## src/rtl/calc_arbiter.sv

```systemverilog
// calc_arbiter: round-robin sharing of one calculator between requesters A and B
module calc_arbiter #(
   parameter int TIMEOUT = 63,
   parameter int TW      = 6
) (
   input  logic       clk,
   input  logic       rst,
   input  logic       req_a,
   input  logic [3:0] x_a,
   input  logic [3:0] y_a,
   input  logic [2:0] f_a,
   input  logic       req_b,
   input  logic [3:0] x_b,
   input  logic [3:0] y_b,
   input  logic [2:0] f_b,
   output logic       gnt_a,
   output logic       gnt_b,
   output logic       calc_go,
   output logic [3:0] calc_x,
   output logic [3:0] calc_y,
   output logic [2:0] calc_f,
   input  logic       calc_done,
   input  logic [3:0] calc_out_h,
   input  logic [3:0] calc_out_l,
   output logic       rsp_valid,
   output logic       rsp_id,
   output logic [3:0] rsp_h,
   output logic [3:0] rsp_l,
   output logic       rsp_err,
   output logic       busy
);
   typedef enum logic [1:0] {IDLE, ISSUE, WAIT, RESP} state_t;
   state_t        state_q;
   logic          last_q;
   logic          id_q;
   logic [3:0]    x_q;
   logic [3:0]    y_q;
   logic [2:0]    f_q;
   logic [3:0]    h_q;
   logic [3:0]    l_q;
   logic          err_q;
   logic [TW-1:0] cnt_q;
   logic          pick_b;
   logic          idle;
   // B wins when it is the only requester, or on a tie when A was served last
   assign pick_b    = req_b && (!req_a || !last_q);
   assign idle      = !rst && state_q == IDLE;
   assign gnt_a     = idle && req_a && !pick_b;
   assign gnt_b     = idle && pick_b;
   assign calc_go   = state_q == ISSUE || state_q == WAIT;
   assign rsp_valid = state_q == RESP;
   assign busy      = state_q != IDLE;
   assign calc_x    = x_q;
   assign calc_y    = y_q;
   assign calc_f    = f_q;
   assign rsp_id    = id_q;
   assign rsp_h     = h_q;
   assign rsp_l     = l_q;
   assign rsp_err   = err_q;
   // sequencer: grant, issue, wait for done or timeout, respond
   always_ff @(posedge clk) begin
      if (rst) begin
         state_q <= IDLE;
         last_q  <= 1'b1;
         id_q    <= 1'b0;
         x_q     <= '0;
         y_q     <= '0;
         f_q     <= '0;
         h_q     <= '0;
         l_q     <= '0;
         err_q   <= 1'b0;
         cnt_q   <= '0;
      end else begin
         case (state_q)
            IDLE: if (req_a || req_b) begin
               x_q     <= pick_b ? x_b : x_a;
               y_q     <= pick_b ? y_b : y_a;
               f_q     <= pick_b ? f_b : f_a;
               id_q    <= pick_b;
               state_q <= ISSUE;
            end
            ISSUE: begin
               cnt_q   <= '0;
               state_q <= WAIT;
            end
            WAIT: begin
               cnt_q <= cnt_q + TW'(1);
               if (calc_done) begin
                  h_q     <= calc_out_h;
                  l_q     <= calc_out_l;
                  err_q   <= 1'b0;
                  state_q <= RESP;
               end else if (cnt_q == TW'(TIMEOUT - 1)) begin
                  h_q     <= '0;
                  l_q     <= '0;
                  err_q   <= 1'b1;
                  state_q <= RESP;
               end
            end
            default: begin
               last_q  <= id_q;
               state_q <= IDLE;
            end
         endcase
      end
   end
endmodule
```

## config.mk

```make
export PLATFORM = sky130hd
export DESIGN_NAME = calc_arbiter
export DESIGN_NICKNAME = d
export VERILOG_FILES = /design/src/rtl/calc_arbiter.sv
export SDC_FILE = /design/constraint.sdc
export NUM_CORES = 1
export LEC_CHECK = 0
export BUFFER_PORTS_ARGS = -buffer_cell sky130_fd_sc_hd__buf_2
export CAP_MARGIN = 20
export CELL_PAD_IN_SITES_DETAIL_PLACEMENT = 0
export CELL_PAD_IN_SITES_GLOBAL_PLACEMENT = 1
export CORE_ASPECT_RATIO = 1.1
export CORE_MARGIN = 2
export CORE_UTILIZATION = 37
export CTS_BUF_LIST = sky130_fd_sc_hd__clkbuf_8
export CTS_CLUSTER_DIAMETER = 30
export CTS_CLUSTER_SIZE = 24
export DETAILED_ROUTE_END_ITERATION = 12
export PLACE_DENSITY = 0.95
export SYNTH_ARGS = -nofsm -noshare
export SYNTH_HDL_FRONTEND = slang
export SYNTH_SLANG_ARGS = --single-unit
```

## constraint.sdc

```tcl
create_clock -name clk -period 4.9 [get_ports clk]
set_input_delay 0 -clock clk [delete_from_list [all_inputs] [get_ports clk]]
set_output_delay 0 -clock clk [all_outputs]
set_load 0.05 [all_outputs]
```

==> results of run 1 <==
==> cell type report <==
type | instances | area [sq um] | share of cell area
multi-input cells | 106 | 693 | 0.375
clock buffers | 6 | 82.6 | 0.0446
inverters | 6 | 22.5 | 0.0122
flip-flops and latches | 30 | 601 | 0.325
repair buffers | 68 | 380 | 0.206
clock inverters | 2 | 8.76 | 0.00473
well taps | 50 | 62.6 | 0.0338
==> flip-flops by register name (all words and copies together) (netlist names) <==
name / cells
calc_f: 3
cnt_q: 6
last_q: 1
rsp_l: 4
rsp_h: 4
state_q: 2
calc_y: 4
rsp_err: 1
calc_x: 4
rsp_id: 1
==> cells in the final DEF, fill, tap and decap left out, types with 6 or more instances in the layout <==
cell type | Yosys | routed
sky130_fd_sc_hd__a211oi_1 | 12 | 12
sky130_fd_sc_hd__a21oi_1 | 12 | 12
sky130_fd_sc_hd__buf_2 | 2 | 60
sky130_fd_sc_hd__clkbuf_8 | 0 | 6
sky130_fd_sc_hd__dfxtp_1 | 30 | 30
sky130_fd_sc_hd__dlygate4sd3_1 | 0 | 8
sky130_fd_sc_hd__ha_1 | 6 | 6
sky130_fd_sc_hd__inv_1 | 6 | 7
sky130_fd_sc_hd__mux2i_1 | 11 | 11
sky130_fd_sc_hd__nand2_1 | 10 | 10
sky130_fd_sc_hd__nor2_1 | 19 | 19
sky130_fd_sc_hd__o21ai_0 | 11 | 11
==> power by group <==
part / leakage, nW / switching [mW] / internal (mW)
clock network: 0.0524 / 0.0901 / 0.111
logic: 0.547 / 0.330 / 0.129
registers: 0.246 / 0.0318 / 0.296
total: 0.846 / 0.452 / 0.536
==> worst max-delay path by stage <==
stage / to / depth (start not counted) / slack [ns] / from
3_5_place_dp: state_q[0] / 6 / 3.10 / state_q[0]
3_3_place_gp: state_q[0] / 6 / 3.15 / state_q[0]
4_1_cts: gnt_b / 3 / 3.00 / last_q
6_report: gnt_b / 3 / 3.05 / last_q
2_1_floorplan: gnt_a / 4 / 2.33 / state_q[0]
5_1_grt: gnt_b / 3 / 2.91 / last_q
==> worst min-delay path, delay by kind of cell <==
kind            cells  cell delay, ns
buf+inv             1            0.09
mux                 1            0.11
compound gates      1            0.08
==> metal layers <==
metal,track usage,wire (um),vias to the layer above
met4,0.0638,49,0
met3,0.0805,327,5
met1,0.179,1340,549
li1,-,-,664
met2,0.242,1240,59
met5,0,0,-
==> logic make-up (layout without fill, tap and decap cells) <==
family / after synthesis / count (layout) / share of synthesized area
xor gates and xnor gates: 4 / 4 / 0.0258
DFF: 30 / 30 / 0.442
muxes: 11 / 11 / 0.0810
and+or+nand+nor: 43 / 43 / 0.148
AOI/OAI and AO/OA: 42 / 42 / 0.200
adders and majority gates: 6 / 6 / 0.0552
buffers and inverters: 15 / 82 / 0.0488
==> through the flow <==
stage,util,cell area (sq um),power (mW),instances,hold WS (ns)
final,0.514,1850,0.988,268,0.0490
after global routing,0.514,1850,1.05,268,0.0705
after CTS,0.514,1850,1.00,268,0.0465
after detailed placement,0.467,1680,0.792,252,0.249
after global placement,0.467,1680,0.787,252,0.248
after floorplan,-,1360,0.699,151,0.136
==> cell usage after synthesis <==
master	n
sky130_fd_sc_hd__nor3_1	2
sky130_fd_sc_hd__a21boi_2	1
sky130_fd_sc_hd__nor2b_1	2
sky130_fd_sc_hd__nand2_1	10
sky130_fd_sc_hd__and2_4	1
sky130_fd_sc_hd__clkbuf_1	4
sky130_fd_sc_hd__a21o_1	1
sky130_fd_sc_hd__and3_1	1
sky130_fd_sc_hd__buf_2	2
sky130_fd_sc_hd__or2_2	1
sky130_fd_sc_hd__mux2i_1	11
sky130_fd_sc_hd__or4_1	1
sky130_fd_sc_hd__o41ai_1	1
sky130_fd_sc_hd__a211oi_1	12
sky130_fd_sc_hd__o21ai_0	11
sky130_fd_sc_hd__o32ai_2	1
sky130_fd_sc_hd__dfxtp_1	30
sky130_fd_sc_hd__a31oi_1	1
sky130_fd_sc_hd__ha_1	6
sky130_fd_sc_hd__and2_1	1
sky130_fd_sc_hd__nor3b_1	1
sky130_fd_sc_hd__nor2_1	19
sky130_fd_sc_hd__nand4_1	2
sky130_fd_sc_hd__xor2_1	3
sky130_fd_sc_hd__o21a_1	1
sky130_fd_sc_hd__buf_1	2
sky130_fd_sc_hd__inv_1	6
sky130_fd_sc_hd__or3_1	1
sky130_fd_sc_hd__a211o_1	1
sky130_fd_sc_hd__nor4b_1	1
sky130_fd_sc_hd__a21oi_1	12
sky130_fd_sc_hd__buf_6	1
sky130_fd_sc_hd__xnor2_1	1
==> metrics.md, run 1 <==
| Metric | Value |
|---|---|
| Outcome | `finished clean` |
| Clock edge transition at the registers on the reported setup and hold paths | `0.06 ns` |
| Drt total wl | `2960 um` |
| Post-CTS setup repair buffer count | `0` |
| Worst Slack Setup Final | `3.05 ns` |
| Antenna violations before repair | `0` |
| Per-instance average area after synthesis | `9.01 sq um` |
| Pwr per Cell Area | `534 nW/um^2` |
| Number of buffers created by CTS | `5` |
| Number of buffers and inverters on the critical path | `1` |
| Data required time at the worst endpoint | `4.90 ns` |
| Number of buffers between clock root and the deepest sink | `2` |
| Hold worst-path end | `calc_f[2]` |
| Ordered cell list for the critical path | `a21boi_2 > nor3b_1 > buf_2` |
| Worst reg2reg endpoint | `state_q[0]` |
| Number of iterations in the first detailed-routing pass | `4` |
| Library cell with the largest summed area after synthesis | `sky130_fd_sc_hd__dfxtp_1` |
| Hold Buf Count CTS | `8` |
| Die H | `67.6 um` |
| Worst vdd ir | `251 uV` |
| Type of element launching the critical path | `flip-flop` |
| Mapped Area | `1360 sq um` |
| Yosys warnings | `0` |
| DRT iter0 DRCs | `49` |
| Clk Tree Root Cell | `sky130_fd_sc_hd__clkbuf_8` |
| Final cycle utilization of the critical path | `0.378` |
| Cell depth of the worst min-delay path | `3` |
| Routability congestion estimate from global placement | `0.683` |
| Total nets after synthesis | `192` |
| DR vias | `1277` |
| Pin count of the biggest net entering global routing | `29` |
| Max Fanout on Critical Path | `14` |
| Setup repair after global routing missed its margin | `no` |
| Count of input and output buffers | `60` |
| Cell type of the slowest stage on the worst timing path | `sky130_fd_sc_hd__a21boi_2` |
| Latest clock arrival within the worst-skew pair | `0.28 ns` |
| Total count of max-transition violations in the final report | `0` |
| Max-capacitance violation count | `0` |
| Worst R2R Path Depth | `6` |
| Via count of the first global-routing pass | `1126` |
| Dpl ws | `3.10 ns` |
| Post-synthesis sequential element count | `30` |
| Remaining routing DRC violations | `0` |
| Number of failing setup endpoints in the final timing report | `0` |
| Clock tree sinks | `30` |
| Number of distinct library cell variants in the gate-level netlist after synthesis | `33` |
| I/O pin cnt | `61` |
| Critical path class | `flip-flop to output port` |
| Final #Nets | `258` |
| Number of inserted filler cells in the final layout | `369` |
| Site Rows | `23` |
| Overall die width | `61.8 um` |
| Largest cells by area after synthesis | `sky130_fd_sc_hd__dfxtp_1 44%, sky130_fd_sc_hd__mux2i_1 8.1%, sky130_fd_sc_hd__a211oi_1 6.6%` |
| Total Routing Usage GR | `0.156` |
| H-tree levels | `2` |
| Rel. slew slack | `0.442` |
| Core Box Area | `3600 sq um` |
| Share of the yosys chip area belonging to registers | `0.442` |
| R2R Setup Slk | `3.08 ns` |
| Number of antenna-violating nets in the routed design | `0` |
| CP delay by family, top | `compound AO/OA/AOI/OAI gates` |
| Startpoint of the tightest hold check path | `f_a[2]` |
| Fraction of final layout cells sized beyond drive strength 1 | `0.326` |
| Maximum operating frequency | `540 MHz` |
| Delay contributed by the slowest stage of the critical path | `0.66 ns` |
| Inserted Diodes | `0` |
| Post-DR wirelength/cell | `11.0 um` |
| Final hold violation count | `0` |
| Launch point of the worst reg-to-reg path | `state_q[0]` |
| Maximum clock skew at final layout | `0.00174 ns` |
| TritonCTS clock tree | `yes` |
| Half-perimeter wire length after detailed placement | `2170 um` |
| First-pass GRT wire length | `4750 um` |
| Data arrival time at the worst-slack endpoint | `1.85 ns` |
| Area growth from synthesis to layout | `36.1%` |
| Number of instances resized during post-cts repair | `0` |
| Least-Margin Pin Slew | `0.832 ns` |
| Leakage power total | `0.846 nW` |
| Die Area | `4180 sq um` |
| Shortest clock period the worst path allows after layout | `1.85 ns` |
| Nature of the critical path endpoint | `output port` |
| Count of mapped cells out of synthesis | `151` |
| Grt ovf | `0` |
| Summed negative setup slack over all endpoints | `0 ns` |
| Classification of the worst-slack hold path | `input port to flip-flop` |
| Post-detailed-route via-to-cell ratio | `4.76` |
| Share of the synthesized area in the top cell type | `0.442` |
| Initial core utilization | `0.378` |
Power figures use the tool's default switching activity.
==> run 2: changes to the inputs <==
- ABC_AREA: default -> 1
- CORE_UTILIZATION: 37 -> 30
- PLACE_DENSITY: 0.95 -> 0.86
- clock period: 4.9 -> 1.6 ns (I/O delays scaled with it)
==> metrics.md, run 2 <==
| Metric | Value |
|---|---|
| Post-synthesis sequential element count | `30` |
| Post-CTS setup repair buffer count | `0` |
| Maximum operating frequency | `675 MHz` |
| TritonCTS clock tree | `yes` |
| Latest clock arrival within the worst-skew pair | `0.28 ns` |
| Total count of max-transition violations in the final report | `0` |
| Mapped Area | `1420 sq um` |
| Classification of the worst-slack hold path | `input port to flip-flop` |
| Clock edge transition at the registers on the reported setup and hold paths | `0.07 ns` |
| Number of flip-flops under the largest register name | `6` |
| Top cells by instance count after synthesis | `56 x sky130_fd_sc_hd__nand2_1, 30 x sky130_fd_sc_hd__dfxtp_1, 23 x sky130_fd_sc_hd__nor2_1` |
| Total Routing Usage GR | `0.145` |
| Summed negative setup slack over all endpoints | `0 ns` |
| Number of failing setup endpoints in the final timing report | `0` |
| Antenna violations before repair | `0` |
| Share of the synthesized area in the top cell type | `0.422` |
| DR vias | `1472` |
| Number of buffers between clock root and the deepest sink | `2` |
| Most common cell in the synthesized netlist | `sky130_fd_sc_hd__nand2_1` |
| Total nets after synthesis | `230` |
| Rel. slew slack | `0.797` |
| Number of distinct library cell variants in the gate-level netlist after synthesis | `23` |
| Critical path class | `flip-flop to output port` |
| Number of iterations in the first detailed-routing pass | `4` |
| Final cycle utilization of the critical path | `0.927` |
| Data arrival time at the worst-slack endpoint | `1.48 ns` |
| Clock tree sinks | `30` |
| Library cell with the largest summed area after synthesis | `sky130_fd_sc_hd__dfxtp_1` |
| Instance count after placement with tap cells included | `300` |
| Grt ovf | `0` |
| Routability congestion estimate from global placement | `0.724` |
| I/O pin cnt | `61` |
| Post-DR wirelength/cell | `10.9 um` |
| Final standard cell count with taps included and fillers excluded | `327` |
| Inserted Diodes | `0` |
| Worst vdd ir | `818 uV` |
| Nature of the critical path endpoint | `output port` |
| Outcome | `finished clean` |
| Clk Tree Root Cell | `sky130_fd_sc_hd__clkbuf_8` |
| Max Fanout on Critical Path | `3` |
| Type of element launching the critical path | `flip-flop` |
| Initial core utilization | `0.308` |
| Number of inserted filler cells in the final layout | `472` |
| Worst Slack Setup Final | `0.117 ns` |
| First-pass GRT wire length | `6280 um` |
| Count of mapped cells out of synthesis | `189` |
| Number of antenna-violating nets in the routed design | `0` |
| Largest cells by area after synthesis | `sky130_fd_sc_hd__dfxtp_1 42%, sky130_fd_sc_hd__nand2_1 15%, sky130_fd_sc_hd__nor2_1 6.1%` |
| Top flip-flop cell by instance count after synthesis | `sky130_fd_sc_hd__dfxtp_1` |
| Yosys warnings | `0` |
| Die H | `76.3 um` |
| Pin count of the biggest net entering global routing | `22` |
| Overall die width | `69.7 um` |
| Final #Nets | `311` |
| R2R Setup Slk | `0.16 ns` |
| Most common cell after layout, fill and taps aside | `sky130_fd_sc_hd__buf_2` |
| Register bank with the most flops | `cnt_q` |
| Final hold violation count | `0` |
| Per-instance average area after synthesis | `7.53 sq um` |
| Area growth from synthesis to layout | `45.9%` |
| Drt total wl | `3550 um` |
| Fraction of final layout cells sized beyond drive strength 1 | `0.332` |
| Via count of the first global-routing pass | `1399` |
| Remaining routing DRC violations | `0` |
| Overall power consumption | `3.72 mW` |
| Most frequent cells in the layout | `60 x sky130_fd_sc_hd__buf_2, 56 x sky130_fd_sc_hd__nand2_1, 29 x sky130_fd_sc_hd__dfxtp_1` |
| H-tree levels | `2` |
| Max-capacitance violation count | `0` |
| Data required time at the worst endpoint | `1.60 ns` |
| Site Rows | `26` |
| Share of the yosys chip area belonging to registers | `0.422` |
| Leakage power total | `0.987 nW` |
| Dpl ws | `0.0911 ns` |
| Die Area | `5310 sq um` |
| Post-detailed-route via-to-cell ratio | `4.50` |
| Shortest clock period the worst path allows after layout | `1.48 ns` |
| Number of buffers created by CTS | `5` |
| Least-Margin Pin Slew | `0.304 ns` |
| Proportion of synthesized flip-flops having asynchronous set or reset | `0` |
| DRT iter0 DRCs | `54` |
| Count of input and output buffers | `60` |
| Maximum clock skew at final layout | `0.00337 ns` |
| Half-perimeter wire length after detailed placement | `2390 um` |
| Core Box Area | `4620 sq um` |
| Number of enable flip-flop cells after synthesis | `0` |
| Pwr per Cell Area | `1790 nW/um^2` |
[run 2: changes by cell type after synthesis, moves of 3 or more]
cell	change
sky130_fd_sc_hd__nand2_1	+46
sky130_fd_sc_hd__a211oi_1	-11
sky130_fd_sc_hd__mux2i_1	-11
sky130_fd_sc_hd__a21oi_2	+8
sky130_fd_sc_hd__inv_2	+5
sky130_fd_sc_hd__clkbuf_1	-4
sky130_fd_sc_hd__inv_1	+4
sky130_fd_sc_hd__nor2_1	+4
sky130_fd_sc_hd__a21oi_1	+3
sky130_fd_sc_hd__buf_6	+3
sky130_fd_sc_hd__nand3_1	+3
sky130_fd_sc_hd__xor2_1	-3
[run 2: metrics by stage]
stage | hold slack [ns] | util | area [sq um]
2_1_floorplan | 0.124 | - | 1430
3_3_place_gp | 0.222 | 0.382 | 1770
3_5_place_dp | 0.230 | 0.382 | 1770
4_1_cts | 0.00355 | 0.447 | 2070
5_1_grt | 0.0239 | 0.450 | 2080
6_report | 0.0135 | 0.450 | 2080
[run 2: layout make-up]
| class | count | area [sq um] | area share |
|---|---|---|---|
| multi-input combinational | 137 | 722 | 0.348 |
| sequential | 30 | 602 | 0.290 |
| timing repair buffer | 81 | 518 | 0.249 |
| tap | 56 | 70.1 | 0.0337 |
| clock buffer | 5 | 68.8 | 0.0331 |
| inverter | 15 | 56.3 | 0.0271 |
| clock inverter | 3 | 40.0 | 0.0193 |
[run 2: logic make-up after synthesis]
family                   count (synthesis)  share of synthesized area
buffers and inverters                   22                     0.0835
AND/OR/NAND/NOR                         88                      0.246
XOR/XNOR                                 1                    0.00615
flip-flops                              30                      0.422
AO/OA/AOI/OAI                           42                      0.190
adder cells (fa/ha/maj)                  6                     0.0527
[run 2: timing repair]
item | 4_1_cts | 5_1_grt
hold endpoints to repair | 19 | 0
endpoints found under the setup margin | 0 | 2
gates resized for setup | 0 | 2
hold buffers | 19 | 0
[run 2: per-layer routing]
metal / track usage / share of wire
met1: 0.168 / 0.44
met2: 0.253 / 0.48
met3: 0.0529 / 0.068
met4: 0.0404 / 0.0099
met5: 0 / 0
[run 2: final timing paths]
check        startpoint        end  depth (start not counted)
max          state_q[0]      gnt_a                          5
min              f_a[0]  calc_f[0]                          5
max reg2reg  state_q[0]   cnt_q[5]                          7
min reg2reg     rsp_err    rsp_err                          2
[run 2: where the power goes]
part	switching, mW	internal (mW)	total (mW)
clock	0.293	0.458	0.751
combinational	1.35	0.590	1.94
sequential	0.103	0.931	1.03
[run 2: critical path, stage by stage (launching register included)]
cell,delay [ns]
sky130_fd_sc_hd__dfxtp_1,0.33
sky130_fd_sc_hd__inv_1,0.14
sky130_fd_sc_hd__ha_4,0.18
sky130_fd_sc_hd__nand2_1,0.10
sky130_fd_sc_hd__nor3_2,0.16
sky130_fd_sc_hd__buf_2,0.28
==> run 3: changes to the inputs <==
- CORE_UTILIZATION: 30 -> 36
- PLACE_DENSITY: 0.86 -> 0.95
- clock period: 1.6 -> 1.86 ns (I/O delays scaled with it)
==> metrics.md, run 3 (synthesized netlist as in run 2, its figures left out) <==
| Metric | Value |
|---|---|
| Maximum clock skew at final layout | `0.00112 ns` |
| Shortest clock period the worst path allows after layout | `1.57 ns` |
| Worst reg2reg endpoint | `calc_x[2]` |
| Critical path class | `flip-flop to flip-flop` |
| Area growth from synthesis to layout | `43.2%` |
| Final hold violation count | `0` |
| Drt total wl | `3320 um` |
| Fraction of final layout cells sized beyond drive strength 1 | `0.321` |
| Routed length on met1 | `1470 um` |
| Highest metal used | `met4` |
| Clock tree sinks | `30` |
| I/O pin cnt | `61` |
| Worst R2R Path Depth | `7` |
| DR vias | `1456` |
| Pwr per Cell Area | `1500 nW/um^2` |
| Max-capacitance violation count | `0` |
| Cell type of the slowest stage on the worst timing path | `sky130_fd_sc_hd__a21oi_4` |
| Number of buffers created by CTS | `5` |
| Pin count of the biggest net entering global routing | `24` |
| Number of buffers and inverters on the critical path | `2` |
| Core Box Area | `3710 sq um` |
| Antenna violations before repair | `0` |
| Overall die width | `64.0 um` |
| Hold worst-path end | `rsp_err` |
| Outcome | `finished clean` |
| Remaining routing DRC violations | `0` |
| Routability congestion estimate from global placement | `0.764` |
| Total Routing Usage GR | `0.161` |
| Data arrival time at the worst-slack endpoint | `1.74 ns` |
| Site Rows | `23` |
| DRT iter0 DRCs | `27` |
| Max Fanout on Critical Path | `23` |
| Cell depth of the worst min-delay path | `4` |
| Total count of max-transition violations in the final report | `0` |
| Worst vdd ir | `736 uV` |
| Most frequent cells in the layout | `60 x sky130_fd_sc_hd__buf_2, 56 x sky130_fd_sc_hd__nand2_1, 30 x sky130_fd_sc_hd__dfxtp_1` |
| Final design utilization | `0.549` |
| Ordered cell list for the critical path | `inv_1 > ha_1 > inv_2 > a21oi_4 > nand2_1 > a21oi_2 > nor2_1` |
| Initial core utilization | `0.384` |
| Post-detailed-route via-to-cell ratio | `4.54` |
| Number of inserted filler cells in the final layout | `360` |
| Post-DR wirelength/cell | `10.3 um` |
| Startpoint of the tightest hold check path | `calc_done` |
| Nature of the critical path endpoint | `flip-flop` |
| CP delay by family, top | `compound AO/OA/AOI/OAI gates` |
| Summed negative setup slack over all endpoints | `0 ns` |
| Register bank with the most flops | `cnt_q` |
| Most common cell after layout, fill and taps aside | `sky130_fd_sc_hd__buf_2` |
| Number of buffers between clock root and the deepest sink | `2` |
| Number of failing setup endpoints in the final timing report | `0` |
| Number of flip-flops under the largest register name | `6` |
| Clk Tree Root Cell | `sky130_fd_sc_hd__clkbuf_8` |
| Delay contributed by the slowest stage of the critical path | `0.44 ns` |
| Classification of the worst-slack hold path | `input port to flip-flop` |
| Type of element launching the critical path | `flip-flop` |
| First-pass GRT wire length | `5670 um` |
| Launch point of the worst reg-to-reg path | `state_q[0]` |
| Data required time at the worst endpoint | `2.03 ns` |
| Final #Nets | `311` |
| Least-Margin Pin Slew | `0.544 ns` |
| Grt ovf | `0` |
| TritonCTS clock tree | `yes` |
| Number of instances resized during post-cts repair | `0` |
| Die Area | `4470 sq um` |
| Rel. slew slack | `0.636` |
| Routed length on met3 | `330 um` |
| Met2 wire length | `1460 um` |
| Count of input and output buffers | `60` |
| Clock edge transition at the registers on the reported setup and hold paths | `0.06 ns` |
| Number of iterations in the first detailed-routing pass | `4` |
| Number of antenna-violating nets in the routed design | `0` |
| Leakage power total | `0.981 nW` |
| Die H | `70.0 um` |
| Via count of the first global-routing pass | `1330` |
| Post-CTS setup repair buffer count | `0` |
| R2R Setup Slk | `0.29 ns` |
| Final cycle utilization of the critical path | `0.846` |
| Inserted Diodes | `0` |
| H-tree levels | `2` |
| Maximum operating frequency | `635 MHz` |
| Latest clock arrival within the worst-skew pair | `0.27 ns` |
| Half-perimeter wire length after detailed placement | `2330 um` |
| Setup repair after global routing missed its margin | `no` |
-- run 3: worst reg2reg max path: stages (launching register included) --
cell and delay (ns):
sky130_fd_sc_hd__dfxtp_1 0.33, sky130_fd_sc_hd__inv_1 0.11, sky130_fd_sc_hd__ha_1 0.21, sky130_fd_sc_hd__inv_2 0.08
sky130_fd_sc_hd__a21oi_4 0.44, sky130_fd_sc_hd__nand2_1 0.13, sky130_fd_sc_hd__a21oi_2 0.12, sky130_fd_sc_hd__nor2_1 0.05
-- run 3: area by class of cell --
| type | count | area [sq um] | area share |
|---|---|---|---|
| Timing Repair Buffer | 81 | 505 | 0.248 |
| Sequential cell | 30 | 601 | 0.294 |
| Tap cell | 50 | 62.6 | 0.0307 |
| Multi-Input combinational cell | 137 | 704 | 0.345 |
| Clock buffer | 8 | 110 | 0.0540 |
| Inverter | 15 | 56.3 | 0.0276 |
-- run 3: metal layers --
| layer | GRT usage | up-vias |
|---|---|---|
| met4 | 0.0652 | 0 |
| met3 | 0.0805 | 5 |
| met5 | 0 | - |
| met2 | 0.253 | 56 |
| li1 | - | 767 |
| met1 | 0.184 | 628 |
-- run 3: where the power goes --
part / total [mW] / internal [mW] / leakage (nW) / switching, mW
Clock: 0.599 / 0.373 / 0.0575 / 0.226
Combinational: 1.57 / 0.437 / 0.677 / 1.13
Sequential: 0.889 / 0.799 / 0.246 / 0.0899
-- run 3: how the worst max path moves through the flow --
stage / startpoint / slack (ns) / endpoint / cells past startpoint
detailed placement: state_q[0] / 0.31 / calc_x[3] / 7
floorplan: state_q[1] / 0.09 / cnt_q[5] / 8
CTS: state_q[0] / 0.30 / calc_x[3] / 7
global route: state_q[0] / 0.14 / calc_f[0] / 7
finish: state_q[0] / 0.29 / calc_x[2] / 7
global placement: state_q[0] / 0.35 / calc_x[2] / 7
-- run 3: stage by stage --
step           cells  hold slack [ns]  power [mW]  area [sq um]  setup WS [ns]
5_1_grt          321           0.0284        3.27          2040          0.136
3_3_place_gp     294            0.221        2.44          1740          0.346
6_report         321           0.0200        3.06          2040          0.286
4_1_cts          321           0.0108        3.09          2040          0.295
3_5_place_dp     294            0.231        2.44          1740          0.314
2_1_floorplan    189            0.124        2.18          1420         0.0940
-- run 3: what timing repair did --
item | CTS | global route
hold buffers | 19 | 0
hold endpoints to repair | 19 | 0
setup endpoints to repair | 0 | 0
